**config.mk**
```make
export PLATFORM = sky130hd
export DESIGN_NAME = fb_write_arbiter
export DESIGN_NICKNAME = d
export VERILOG_FILES = /design/src/rtl/fba_pkg.sv /design/src/rtl/fb_rr_arbiter.sv /design/src/rtl/fb_write_arbiter.sv
export SDC_FILE = /design/constraint.sdc
export NUM_CORES = 1
export LEC_CHECK = 0
export BUFFER_PORTS_ARGS = -buffer_cell sky130_fd_sc_hd__clkbuf_2
export CAP_MARGIN = 0
export CORE_AREA = 2 2 95 119
export DETAILED_ROUTE_END_ITERATION = 8
export DIE_AREA = 0 0 97 121
export RECOVER_POWER = 25
export SETUP_SLACK_MARGIN = 0.3
export SLEW_MARGIN = 20
export SYNTH_ARGS = -nofsm -noshare
export SYNTH_HDL_FRONTEND = slang
export SYNTH_SLANG_ARGS = --single-unit
export TNS_END_PERCENT = 50
```
**constraint.sdc**
```tcl
create_clock -name clk_pix -period 4.7 [get_ports clk_pix]
set_clock_uncertainty 0.1 [all_clocks]
set_input_delay 0.235 -clock clk_pix [delete_from_list [all_inputs] [get_ports clk_pix]]
set_output_delay 0.235 -clock clk_pix [all_outputs]
set_load 0.02 [all_outputs]
```
**src/rtl/fba_pkg.sv**
```systemverilog
// Shared constants for the framebuffer write arbiter: FSM state codes and clip counter width.
package fba_pkg;

  localparam int unsigned CLIP_CNT_W = 16;

  localparam logic [0:0] ST_DRAW  = 1'b0;
  localparam logic [0:0] ST_CLEAR = 1'b1;

endpackage

```
**src/rtl/fb_rr_arbiter.sv**
```systemverilog
// Round-robin arbiter: one-hot grant to the lowest valid index at or above the pointer, wrapping.
module fb_rr_arbiter #(
  parameter int unsigned NREQ = 2
) (
  input  logic            clk_i,
  input  logic            rst_n_i,
  input  logic [NREQ-1:0] valid_i,
  input  logic            en_i,
  output logic [NREQ-1:0] grant_c_o
);

  localparam int unsigned PTRW = (NREQ > 1) ? $clog2(NREQ) : 1;

  logic [PTRW-1:0] ptr_q, ptr_d;
  logic            found_c;
  logic [PTRW-1:0] gidx_c;

  // Search from the pointer upward first, then wrap to the indices below it.
  always_comb begin
    grant_c_o = '0;
    found_c   = 1'b0;
    gidx_c    = '0;
    for (int i = 0; i < int'(NREQ); i++) begin
      if (!found_c && valid_i[i] && (i >= int'(ptr_q))) begin
        found_c      = 1'b1;
        grant_c_o[i] = 1'b1;
        gidx_c       = PTRW'(i);
      end
    end
    for (int i = 0; i < int'(NREQ); i++) begin
      if (!found_c && valid_i[i] && (i < int'(ptr_q))) begin
        found_c      = 1'b1;
        grant_c_o[i] = 1'b1;
        gidx_c       = PTRW'(i);
      end
    end
  end

  always_comb begin
    ptr_d = ptr_q;
    if (en_i && found_c) begin
      ptr_d = (int'(gidx_c) == int'(NREQ) - 1) ? '0 : gidx_c + PTRW'(1);
    end
  end

  always_ff @(posedge clk_i) begin
    if (!rst_n_i) ptr_q <= '0;
    else          ptr_q <= ptr_d;
  end

endmodule

```
**src/rtl/fb_write_arbiter.sv**
```systemverilog
// Shares the framebuffer write port among NREQ drawing engines with clipping and address mapping.
// Optional full-buffer clear sequencer is built when FBA_CLEAR_EN is defined.
module fb_write_arbiter
  import fba_pkg::*;
#(
  parameter  int unsigned NREQ      = 2,
  parameter  int unsigned CORDW     = 16,
  parameter  int unsigned FB_WIDTH  = 160,
  parameter  int unsigned FB_HEIGHT = 120,
  parameter  int unsigned FB_DATAW  = 1,
  localparam int unsigned FB_PIXELS = FB_WIDTH * FB_HEIGHT,
  localparam int unsigned FB_ADDRW  = $clog2(FB_PIXELS)
) (
  input  logic                     clk_pix,
  input  logic                     rst_n,
  input  logic [NREQ-1:0]          req_valid,
  output logic [NREQ-1:0]          req_ready,
  input  logic [NREQ*CORDW-1:0]    req_x,
  input  logic [NREQ*CORDW-1:0]    req_y,
  input  logic [NREQ*FB_DATAW-1:0] req_colr,
  input  logic                     clear_req,
  input  logic [FB_DATAW-1:0]      clear_colr,
  output logic                     clear_busy,
  output logic                     fb_we,
  output logic [FB_ADDRW-1:0]      fb_addr,
  output logic [FB_DATAW-1:0]      fb_colr,
  output logic [CLIP_CNT_W-1:0]    clip_cnt
);

  localparam int unsigned MULW = 2 * CORDW;

  logic [0:0]            state_q, state_d;
  logic                  fb_we_q, fb_we_d;
  logic [FB_ADDRW-1:0]   fb_addr_q, fb_addr_d;
  logic [FB_DATAW-1:0]   fb_colr_q, fb_colr_d;
  logic                  busy_q, busy_d;
  logic [CLIP_CNT_W-1:0] clip_q, clip_d;

  logic                  clear_start_c;
  logic [FB_DATAW-1:0]   clear_colr_c;
  logic                  draw_en_c;
  logic [NREQ-1:0]       grant_c;
  logic [CORDW-1:0]      sel_x_c, sel_y_c;
  logic [FB_DATAW-1:0]   sel_colr_c;
  logic                  in_range_c;
  logic [MULW-1:0]       lin_addr_c;

`ifdef FBA_CLEAR_EN
  assign clear_start_c = clear_req;
  assign clear_colr_c  = clear_colr;
`else
  logic unused_clear;
  assign unused_clear  = ^{clear_req, clear_colr};
  assign clear_start_c = 1'b0;
  assign clear_colr_c  = '0;
`endif

  // A clear request pre-empts every requester in the cycle it arrives.
  assign draw_en_c = (state_q == ST_DRAW) && !clear_start_c;

  fb_rr_arbiter #(
    .NREQ (NREQ)
  ) u_arb (
    .clk_i     (clk_pix),
    .rst_n_i   (rst_n),
    .valid_i   (req_valid),
    .en_i      (draw_en_c),
    .grant_c_o (grant_c)
  );

  assign req_ready = draw_en_c ? grant_c : '0;

  always_comb begin
    sel_x_c    = '0;
    sel_y_c    = '0;
    sel_colr_c = '0;
    for (int i = 0; i < int'(NREQ); i++) begin
      if (grant_c[i]) begin
        sel_x_c    = req_x[i*CORDW +: CORDW];
        sel_y_c    = req_y[i*CORDW +: CORDW];
        sel_colr_c = req_colr[i*FB_DATAW +: FB_DATAW];
      end
    end
  end

  // Sign bit clear means non-negative, so the unsigned upper-bound compare is safe.
  assign in_range_c = !sel_x_c[CORDW-1] && (sel_x_c < CORDW'(FB_WIDTH)) &&
                      !sel_y_c[CORDW-1] && (sel_y_c < CORDW'(FB_HEIGHT));
  assign lin_addr_c = MULW'(sel_y_c) * MULW'(FB_WIDTH) + MULW'(sel_x_c);

  always_comb begin
    state_d   = state_q;
    fb_we_d   = 1'b0;
    fb_addr_d = fb_addr_q;
    fb_colr_d = fb_colr_q;
    busy_d    = busy_q;
    clip_d    = clip_q;
    case (state_q)
      ST_DRAW: begin
        if (clear_start_c) begin
          state_d   = ST_CLEAR;
          fb_we_d   = 1'b1;
          fb_addr_d = '0;
          fb_colr_d = clear_colr_c;
          busy_d    = 1'b1;
        end else if (|grant_c) begin
          if (in_range_c) begin
            fb_we_d   = 1'b1;
            fb_addr_d = FB_ADDRW'(lin_addr_c);
            fb_colr_d = sel_colr_c;
          end else if (clip_q != '1) begin
            clip_d = clip_q + CLIP_CNT_W'(1);
          end
        end
      end
      ST_CLEAR: begin
        if (fb_addr_q == FB_ADDRW'(FB_PIXELS - 1)) begin
          state_d = ST_DRAW;
          busy_d  = 1'b0;
        end else begin
          fb_we_d   = 1'b1;
          fb_addr_d = fb_addr_q + FB_ADDRW'(1);
        end
      end
      default: state_d = ST_DRAW;
    endcase
  end

  always_ff @(posedge clk_pix) begin
    if (!rst_n) begin
      state_q   <= ST_DRAW;
      fb_we_q   <= 1'b0;
      fb_addr_q <= '0;
      fb_colr_q <= '0;
      busy_q    <= 1'b0;
      clip_q    <= '0;
    end else begin
      state_q   <= state_d;
      fb_we_q   <= fb_we_d;
      fb_addr_q <= fb_addr_d;
      fb_colr_q <= fb_colr_d;
      busy_q    <= busy_d;
      clip_q    <= clip_d;
    end
  end

  assign fb_we      = fb_we_q;
  assign fb_addr    = fb_addr_q;
  assign fb_colr    = fb_colr_q;
  assign clear_busy = busy_q;
  assign clip_cnt   = clip_q;

endmodule
```
### After elaboration in Yosys (flattened, before gate mapping)

Cells that the tools add are included.

* bitwise logic cells: 2
* $add $sub $neg: 4
* reductions and logical operators: 17
* muxes and demuxes: 25
* order comparisons: 4
* equal/unequal tests: 6
* multipliers: 1

Operators by type and width (count)
* $mux 16: 4
* $mux 15: 3
* $pmux 15 s2: 1
* $add 16x1->16 const B: 1
* $lt 16x7->1 const B: 1
* $lt 16x8->1 const B: 1
* $mul 16x3->10 const B: 1
* $ne 16x16->1 const B: 1
* $add 15x1->15 const B: 1
* $add 15x15->15: 1
* $eq 15x15->1 const B: 1
* $mux 1: 14
* $logic_and 1x1->1: 8
* $ne 2x2->1 const B: 3
* $reduce_and 3->1: 2
* $logic_not 1->1: 4
* $pmux 1 s2: 2
* $reduce_and 4->1: 1
* $mux 2: 1
* $ne 2x1->1 const B: 1
* $not 1->1: 2
* $reduce_and 2->1: 1
* $reduce_or 2->1: 1
* $add 1x1->1 const B: 1
* 2 further kinds: 2

* input port bits: 72
* bits in registers: 36
* word-level logic and storage cells: 66
* output and inout port bits: 36

### Logic depth before layout (Yosys ltp)

Gate-level depths: netlist (run 1).

* depth after elaboration: 19
* depth in mapped cells: 19
* mapped depth without buffers: 17

### Cells and area by module

Synthesis (run 1) repeated with hierarchy kept, for this count alone.

* cells, all modules: 397
* area, all modules: 3047.9 um^2

Modules (own cells, without submodules)
* fb_write_arbiter: area each 2986.6 um^2, cells each 390, sequential area each 680.7 um^2, times used 1
* fb_rr_arbiter: area each 61.3 um^2, cells each 7, sequential area each 20.0 um^2, times used 1

### Least setup slack after synthesis (run 1)

OpenSTA, ideal clock, no wires.

* path type: input-to-reg
* start: input req_valid[1]
* end: register fb_addr_q[14] (netlist: fb_addr[14])
* setup slack: 0.731 ns
* library setup time: 0.070 ns
* cell stages on the path: 18
* arrival: 3.799 ns
* path buffers: 3
* path through: buf_2 a21boi_2 clkbuf_8 clkbuf_1 a22o_1 ha_1 ha_1 inv_1 fa_1 inv_1 ha_1 nand3_1 o211ai_1 o41ai_1 o21a_1 nor4b_1 mux2i_1 a21oi_1

* cells in the longest elaborated chain, start to end: 14
* elaborated cells on any way between the ends: 27

RTL lines
* start: declaration: line fb_write_arbiter.sv:16 `input logic [NREQ-1:0] req_valid,`
* $logic_and 1x1->1 (*): line fb_rr_arbiter.sv:24 `if (!found_c && valid_i[i] && (i >= int'(ptr_q))) begin`
* branches (longest 13 deep; another with $mul 16x3->10)
* end signal: assignment: line fb_write_arbiter.sv:140 `fb_addr_q <= fb_addr_d;`
* end: declaration: line fb_write_arbiter.sv:34 `logic [FB_ADDRW-1:0] fb_addr_q, fb_addr_d;`

Mark *: on every way between the ends. The select of a mux whose other input is x is not followed.
A chain may end at the register's enable or synchronous reset.

### Final worst setup path (run 1)

* start: register u_arb.ptr_q
* end: register fb_addr_q[14] (netlist: fb_addr[14])

* cells in the longest elaborated chain, start to end: 18
* elaborated cells on any way between the ends: 32

RTL lines
* start: declaration: line fb_rr_arbiter.sv:14 `logic [PTRW-1:0] ptr_q, ptr_d;`
* start signal: assignment: line fb_rr_arbiter.sv:48 `else ptr_q <= ptr_d;`
* branches (longest 18 deep; another with $ge 1x1->1)

Parallel ways; which one is timed is not known. The select of a mux whose other input is x is not followed.

==> results of run 1 <==
-- worst paths after layout --
path,slack [ns],from,depth (start not counted),end
worst max register to register,0.64,u_arb.ptr_q,17,fb_addr[14]
worst min register to register,0.41,clip_cnt[13],2,clip_cnt[13]
worst min-delay path,0.20,req_x[20],5,fb_addr[4]
worst max-delay path,0.64,u_arb.ptr_q,17,fb_addr[14]
-- sequential cells by signal, summed over array words and instances, names as in the netlist --
name,count
fb_we,1
u_arb.ptr_q,1
fb_colr,1
clip_cnt,16
fb_addr,15
state_q,1
-- power by group through the flow --
stage / clock, uW / combinational, uW / sequential (uW)
after floorplan: 0 / 256 / 320
after global placement: 0 / 340 / 315
after detailed placement: 0 / 344 / 315
after CTS: 439 / 348 / 309
after global routing: 450 / 396 / 310
final: 429 / 349 / 309
-- what timing repair did --
| item | 4_1_cts | 5_1_grt |
|---|---|---|
| endpoints found under the hold margin | 0 | 0 |
| buffers inserted | 0 | 0 |
| hold buffers | 0 | 0 |
| resized for setup | 0 | 2 |
| setup endpoints to repair | 0 | 2 |
-- area by class of cell --
| cell class | instances | area, um^2 | area share (%) |
|---|---|---|---|
| sequential | 35 | 700.7 | 18.18 |
| clock inverter | 2 | 60.06 | 1.558 |
| tap | 132 | 165.2 | 4.284 |
| clock buffer | 6 | 128.9 | 3.343 |
| multi-input combinational | 307 | 2170 | 56.28 |
| timing repair buffer | 109 | 536.8 | 13.92 |
| inverter | 25 | 93.84 | 2.434 |
-- worst max-delay path: cells and delay by family (launching register included) --
family	cells	cell delay [ns]
adder cells (fa/ha/maj)	4	1.28
flip-flops	1	0.35
AND/OR/NAND/NOR	3	0.53
multiplexers	1	0.12
buffers and inverters	4	0.38
AO/OA/AOI/OAI	5	1.21
-- metal layers --
layer  up-vias  share of wire [%]  global-route usage (%)
met5         -                  0                       0
met4         0               0.46                   4.137
met3         5                5.0                   2.880
met2        94                 49                   25.22
met1      1473                 45                   19.33
li1       1634                  -                       -
-- synthesized netlist by cell type, types with 7 or more instances --
cell,n
sky130_fd_sc_hd__a21oi_1,23
sky130_fd_sc_hd__nand3_1,14
sky130_fd_sc_hd__nand2_1,33
sky130_fd_sc_hd__xnor2_1,12
sky130_fd_sc_hd__inv_1,25
sky130_fd_sc_hd__o21ai_0,19
sky130_fd_sc_hd__a22o_1,7
sky130_fd_sc_hd__xor2_1,8
sky130_fd_sc_hd__nor2_1,31
sky130_fd_sc_hd__and3_1,7
sky130_fd_sc_hd__ha_1,22
sky130_fd_sc_hd__dfxtp_1,35
sky130_fd_sc_hd__a32oi_1,13
sky130_fd_sc_hd__mux2i_1,7
sky130_fd_sc_hd__nor3_1,7
-- cell families (layout without fill, tap and decap cells) --
kind of cell | count (synthesis) | count (layout) | share of synthesized area (%)
xor+xnor | 20 | 20 | 5.629
simple gates | 134 | 134 | 22.08
compound gates | 121 | 121 | 29.03
fa+ha+maj | 24 | 24 | 10.13
buf+inv | 45 | 142 | 8.243
other cells | 1 | 1 | 0.1205
flops | 35 | 35 | 22.52
mux | 7 | 7 | 2.252
-- through the flow --
stage               instance area (um^2)  hold WS (ns)  total power, uW  setup slack [ns]
floorplan                           3112        0.2859            575.7            0.7311
global placement                    3672        0.3841            654.3            0.5205
detailed placement                  3672        0.3974            659.4            0.4250
CTS                                 3861        0.1928             1096            0.4080
global route                        3855        0.2460             1157            0.3832
finish                              3855        0.1960             1088            0.6401
==> impl_metrics.env, run 1 <==
export IMPL_dr_pass1_iters=4
export IMPL_report_final_hold_viol_count=0
export IMPL_h_tree_depth=2
export IMPL_synth_seq_cells=35
export IMPL_tritoncts="done"
export IMPL_total_leakage_power_uw=0.001678
export IMPL_final_common_cell="sky130_fd_sc_hd__clkbuf_2"
export IMPL_num_nets_final=579
export IMPL_postSynth_asyncResetShare_pct=0
export IMPL_clock_sink_count=35
export IMPL_syn_nets=483
export IMPL_final_min_clock_period_ns=4.060
export IMPL_floorplan_initialDensity_pct=29.46
export IMPL_p_clk_share_pct=39.5
export IMPL_numCtsBuffers=5
export IMPL_rsz_0062_raised_after_global_routing="false"
export IMPL_area_added_between_synthesis_and_finish_pct=23.88
export IMPL_achievable_frequency_mhz=246.3
export IMPL_power_switching_uw=327.5
export IMPL_avgSynthCellArea_um2=8.041
export IMPL_tightest_slew_ns=0.7894
export IMPL_critical_path_endpoint_type="flip-flop"
export IMPL_synthesis_area_um2=3112
export IMPL_cpPeakStageDelay_ns=0.47
export IMPL_post_layout_utilization_of_the_core_pct=36.50
export IMPL_cellInternalPower_uw=760.2
export IMPL_ys_dominant_reg_cell="sky130_fd_sc_hd__dfxtp_1"
export IMPL_maxCapViolations=0
export IMPL_critical_path_class="flip-flop to flip-flop"
export IMPL_timing_hold_worst_class="input pin to flip-flop"
export IMPL_drt_wirelength_per_cell_um=14.02
export IMPL_critPathMaxFanout=15
export IMPL_ctsRootBufferMaster="sky130_fd_sc_hd__clkbuf_16"
export IMPL_ys_top_cells_by_area="sky130_fd_sc_hd__dfxtp_1 (23%), sky130_fd_sc_hd__ha_1 (8.8%), sky130_fd_sc_hd__nand2_1 (4.0%)"
export IMPL_synth_cell_types=69
export IMPL_io_pins=108
export IMPL_critical_path_slowest_cell="sky130_fd_sc_hd__fa_1"
export IMPL_finalWeightedCongestion=0.7703
export IMPL_drive_above_1_share_pct=25.00
export IMPL_dp_hpwl_um=6822
export IMPL_wl_um=8639
export IMPL_irDropWorstVdd_mv=0.1208
export IMPL_p_seq_share_pct=28.4
export IMPL_global_route_overflow_total=0
export IMPL_final_max_slew_violation_count=0
export IMPL_drc_errors=0
export IMPL_cts_buffer_depth=2
export IMPL_number_of_placement_rows=42
export IMPL_antenna_violations_before_repair=0
export IMPL_die_y_um=121
export IMPL_setup_viol_count_final=0
export IMPL_worst_ep_arrival_time_ns=4.17
export IMPL_globalRouteTotalUtil_pct=14.89
export IMPL_swShare_pct=30.11
export IMPL_synth_largest_type_area_fraction_pct=22.52
export IMPL_total_neg_setup_slack_ns=0
export IMPL_die_w_um=97
export IMPL_highest_count_cells_in_the_layout_ignoring_fill_and_taps="sky130_fd_sc_hd__clkbuf_2 (87), sky130_fd_sc_hd__dfxtp_1 (35), sky130_fd_sc_hd__nand2_1 (33)"
export IMPL_route_vias_total=3206
export IMPL_fin_crit_sh_pct=86.38
export IMPL_grt_start_max_net_pins=41
export IMPL_max_slew_margin_rel_pct=47.37
export IMPL_fin_cells=616
export IMPL_place_detailed_instances=608
export IMPL_synth_top_area_cell="sky130_fd_sc_hd__dfxtp_1"
export IMPL_grt_pass1_wl_um=14610
export IMPL_coreArea_um2=10560
export IMPL_grt_pass1_vias=3066
export IMPL_status="completed"
export IMPL_ant_nets=0
export IMPL_cp_data_required_time_ns=4.81
export IMPL_fillerInstances=1124
export IMPL_synth_enable_flop_cells=0
export IMPL_post_synth_inst_count=387
export IMPL_viasPerCell=5.205
export IMPL_start_kind="flip-flop"
export IMPL_buffer_ports_inserted=104
export IMPL_design_die_area_um2=11740
export IMPL_p_per_area_nw_per_um2=282.2
export IMPL_p_comb_share_pct=32.1
export IMPL_worstSkewPairLatency_ns=0.28
export IMPL_critical_path_cell_chain="nand2b_1 -> buf_4 -> a32oi_1 -> inv_1 -> ha_1 -> ha_1 -> inv_1 -> fa_1 -> inv_1 -> ha_1 -> nand3_1 -> o211ai_1 -> o41ai_2 -> o21a_1 -> nor4b_1 -> mux2i_1 -> a21oi_1"
export IMPL_ys_warnings=0
export IMPL_antennaDiodeCount=0
export IMPL_synth_yosys_seq_area_share_pct=22.52
export IMPL_drt_initial_drc_count=129
export IMPL_clock_slew_at_the_register_clock_pins_of_the_worst_setup_and_hold_paths_ns=0.05
No activity file was read; power rests on OpenSTA's default activity.
==> run 2, diff against run 1 <==
--- a/config.mk
+++ b/config.mk
@@ -7,13 +7,14 @@
 export LEC_CHECK = 0
 export BUFFER_PORTS_ARGS = -buffer_cell sky130_fd_sc_hd__clkbuf_2
 export CAP_MARGIN = 0
-export CORE_AREA = 2 2 95 119
+export CORE_AREA = 2 2 94 118
 export DETAILED_ROUTE_END_ITERATION = 8
-export DIE_AREA = 0 0 97 121
+export DIE_AREA = 0 0 96 120
 export RECOVER_POWER = 25
 export SETUP_SLACK_MARGIN = 0.3
 export SLEW_MARGIN = 20
 export SYNTH_ARGS = -nofsm -noshare
 export SYNTH_HDL_FRONTEND = slang
+export SYNTH_HIERARCHICAL = 1
 export SYNTH_SLANG_ARGS = --single-unit
 export TNS_END_PERCENT = 50
==> run 2 against run 1 <==
Sequential share of layout area about the same. Wire length increased by 8.7%. Synthesized cell count is 2.6% higher.
==> impl_metrics.env, run 2 <==
export IMPL_clock_sink_count=35
export IMPL_die_y_um=120
export IMPL_drt_initial_drc_count=138
export IMPL_grt_pass1_vias=3187
export IMPL_final_max_slew_violation_count=0
export IMPL_total_leakage_power_uw=0.001713
export IMPL_tightest_slew_ns=0.8213
export IMPL_highest_count_cells_in_the_layout_ignoring_fill_and_taps="sky130_fd_sc_hd__clkbuf_2 (87), sky130_fd_sc_hd__nor2_1 (45), sky130_fd_sc_hd__dfxtp_1 (35)"
export IMPL_worstSkewPairLatency_ns=0.28
export IMPL_p_per_area_nw_per_um2=284.7
export IMPL_postSynth_asyncResetShare_pct=0
export IMPL_synth_cell_types=59
export IMPL_drt_wirelength_per_cell_um=15.00
export IMPL_xor_and_xnor_area_share_after_synthesis_pct=10.06
export IMPL_synth_mux_area_fraction_pct=0.6568
export IMPL_global_route_overflow_total=0
export IMPL_tritoncts="done"
export IMPL_synth_seq_cells=35
export IMPL_coreArea_um2=10460
export IMPL_synth_largest_type_area_fraction_pct=22.99
export IMPL_antenna_violations_before_repair=0
export IMPL_total_neg_setup_slack_ns=0
export IMPL_h_tree_depth=2
export IMPL_synth_top_area_cell="sky130_fd_sc_hd__dfxtp_1"
export IMPL_yosys_area_share_simple_pct=24.55
export IMPL_dp_hpwl_um=7268
export IMPL_synthesis_area_um2=3048
export IMPL_clock_slew_at_the_register_clock_pins_of_the_worst_setup_and_hold_paths_ns=0.06
export IMPL_ys_warnings=6
export IMPL_ant_nets=0
export IMPL_critPathMaxFanout=7
export IMPL_main_combinational_cell_family_by_area_after_synthesis="compound AO/OA/AOI/OAI gates"
export IMPL_antennaDiodeCount=0
export IMPL_rsz_0062_raised_after_global_routing="false"
export IMPL_area_added_between_synthesis_and_finish_pct=26.40
export IMPL_synthMostInstantiatedCell="sky130_fd_sc_hd__nor2_1"
export IMPL_syn_nets=491
export IMPL_ys_dominant_reg_cell="sky130_fd_sc_hd__dfxtp_1"
export IMPL_synth_enable_flop_cells=0
export IMPL_final_min_clock_period_ns=4.017
export IMPL_wl_um=9391
export IMPL_max_slew_margin_rel_pct=45.08
export IMPL_drive_above_1_share_pct=23.68
export IMPL_synth_fa_ha_area_share_pct=9.524
export IMPL_achievable_frequency_mhz=249.0
export IMPL_timing_hold_worst_class="input pin to flip-flop"
export IMPL_viasPerCell=5.153
export IMPL_cts_hold_buffers_added=0
export IMPL_final_common_cell="sky130_fd_sc_hd__clkbuf_2"
export IMPL_globalRouteTotalUtil_pct=16.56
export IMPL_drc_errors=0
export IMPL_numCtsBuffers=5
export IMPL_synth_yosys_seq_area_share_pct=22.99
export IMPL_status="completed"
export IMPL_die_w_um=96
export IMPL_num_nets_final=587
export IMPL_worst_ep_arrival_time_ns=4.05
export IMPL_dr_pass1_iters=4
export IMPL_setup_viol_count_final=0
export IMPL_largest_register_ff_count=16
export IMPL_io_pins=108
export IMPL_grt_start_max_net_pins=38
export IMPL_grt_pass1_wl_um=15200
export IMPL_maxCapViolations=0
export IMPL_placedInstanceArea_um2=3667
export IMPL_design_die_area_um2=11520
export IMPL_ctsRootBufferMaster="sky130_fd_sc_hd__clkbuf_16"
export IMPL_avgSynthCellArea_um2=7.677
export IMPL_critical_path_class="flip-flop to flip-flop"
export IMPL_floorplan_initialDensity_pct=29.15
export IMPL_irDropWorstVdd_mv=0.2115
export IMPL_critical_path_endpoint_type="flip-flop"
export IMPL_cts_buffer_depth=2
export IMPL_post_synth_inst_count=397
export IMPL_fin_crit_sh_pct=85.46
export IMPL_finalWeightedCongestion=0.8518
export IMPL_synth_compound_gate_area_share_pct=26.11
export IMPL_cp_data_required_time_ns=4.73
export IMPL_number_of_placement_rows=42
export IMPL_synth_commonest_cells="sky130_fd_sc_hd__nor2_1 (45), sky130_fd_sc_hd__dfxtp_1 (35), sky130_fd_sc_hd__nand2_1 (28), sky130_fd_sc_hd__a21oi_1 (26), sky130_fd_sc_hd__xor2_1 (24)"
export IMPL_route_vias_total=3226
export IMPL_start_kind="flip-flop"
export IMPL_stdcell_area_um2=3852
export IMPL_buffer_ports_inserted=104
export IMPL_ys_top_cells_by_area="sky130_fd_sc_hd__dfxtp_1 (23%), sky130_fd_sc_hd__ha_1 (8.2%), sky130_fd_sc_hd__xor2_1 (6.9%)"
export IMPL_report_final_hold_viol_count=0
-- run 2: critical path, cell delays in order, from the launching register on --
cell and delay, ns:
sky130_fd_sc_hd__dfxtp_1 0.33, sky130_fd_sc_hd__a21boi_0 0.23, sky130_fd_sc_hd__nor2b_2 0.42, sky130_fd_sc_hd__a22oi_1 0.21, sky130_fd_sc_hd__inv_1 0.10, sky130_fd_sc_hd__ha_1 0.15
sky130_fd_sc_hd__ha_1 0.16, sky130_fd_sc_hd__inv_1 0.06, sky130_fd_sc_hd__fa_1 0.48, sky130_fd_sc_hd__inv_1 0.04, sky130_fd_sc_hd__ha_1 0.23, sky130_fd_sc_hd__or2_2 0.33
sky130_fd_sc_hd__o21bai_1 0.18, sky130_fd_sc_hd__a31o_2 0.25, sky130_fd_sc_hd__a21o_1 0.18, sky130_fd_sc_hd__xor2_1 0.14, sky130_fd_sc_hd__o21ai_0 0.19, sky130_fd_sc_hd__a211oi_2 0.09
-- run 2: report_power, final --
part	total [uW]	internal (uW)	switching, uW
registers	316	305	10.2
logic	354	154	200
clock network	427	304	123
total	1100	763	333
-- run 2: worst paths after layout --
check,slack (ns),startpoint,depth (start not counted),end
setup / recovery,0.68,u_arb/ptr_q,17,fb_addr[13]
hold reg to reg,0.40,fb_colr,2,fb_colr
hold / removal,0.15,req_colr[0],3,fb_colr
setup reg to reg,0.68,u_arb/ptr_q,17,fb_addr[13]
-- run 2: logic make-up (layout without fill, tap and decap cells) --
family,Yosys count,count (layout)
compound gates,115,115
buf+inv,38,135
fa+ha+maj,22,22
xor+xnor,35,35
other cells,1,1
flops,35,35
mux,2,2
simple gates,149,149
-- run 2: per-layer routing --
layer | wire length (um) | vias to the layer above | global-route usage (%)
li1 | - | 1638 | -
met1 | 4084 | 1477 | 20.68
met2 | 4637 | 96 | 28.26
met3 | 485 | 15 | 2.762
met4 | 183 | 0 | 5.625
met5 | 0 | - | 0
-- run 2: timing repair --
| item | 4_1_cts | 5_1_grt |
|---|---|---|
| endpoints found under the setup margin | 0 | 3 |
| hold endpoints to repair | 0 | 0 |
| setup buffers | 0 | 2 |
| resized for setup | 0 | 1 |
-- run 2: final cells by class --
type,count,area (um^2)
tap,132,165.2
multi-input combinational,324,2178
clock buffer,6,128.9
sequential,35,700.7
clock inverter,2,60.06
fill,1107,6605
timing repair buffer,113,566.8
inverter,14,52.55
-- run 2: through the flow --
step | utilization [%] | setup slack (ns) | hold slack (ns) | instances | total power (uW)
floorplan | - | 0.3149 | 0.2765 | 397 | 571.7
global placement | 35.07 | 0.5028 | 0.3920 | 616 | 665.7
detailed placement | 35.07 | 0.3371 | 0.3951 | 616 | 674.2
CTS | 36.87 | 0.4002 | 0.1571 | 624 | 1108
global route | 36.84 | 0.3946 | 0.1875 | 626 | 1163
finish | 36.84 | 0.6834 | 0.1540 | 626 | 1097
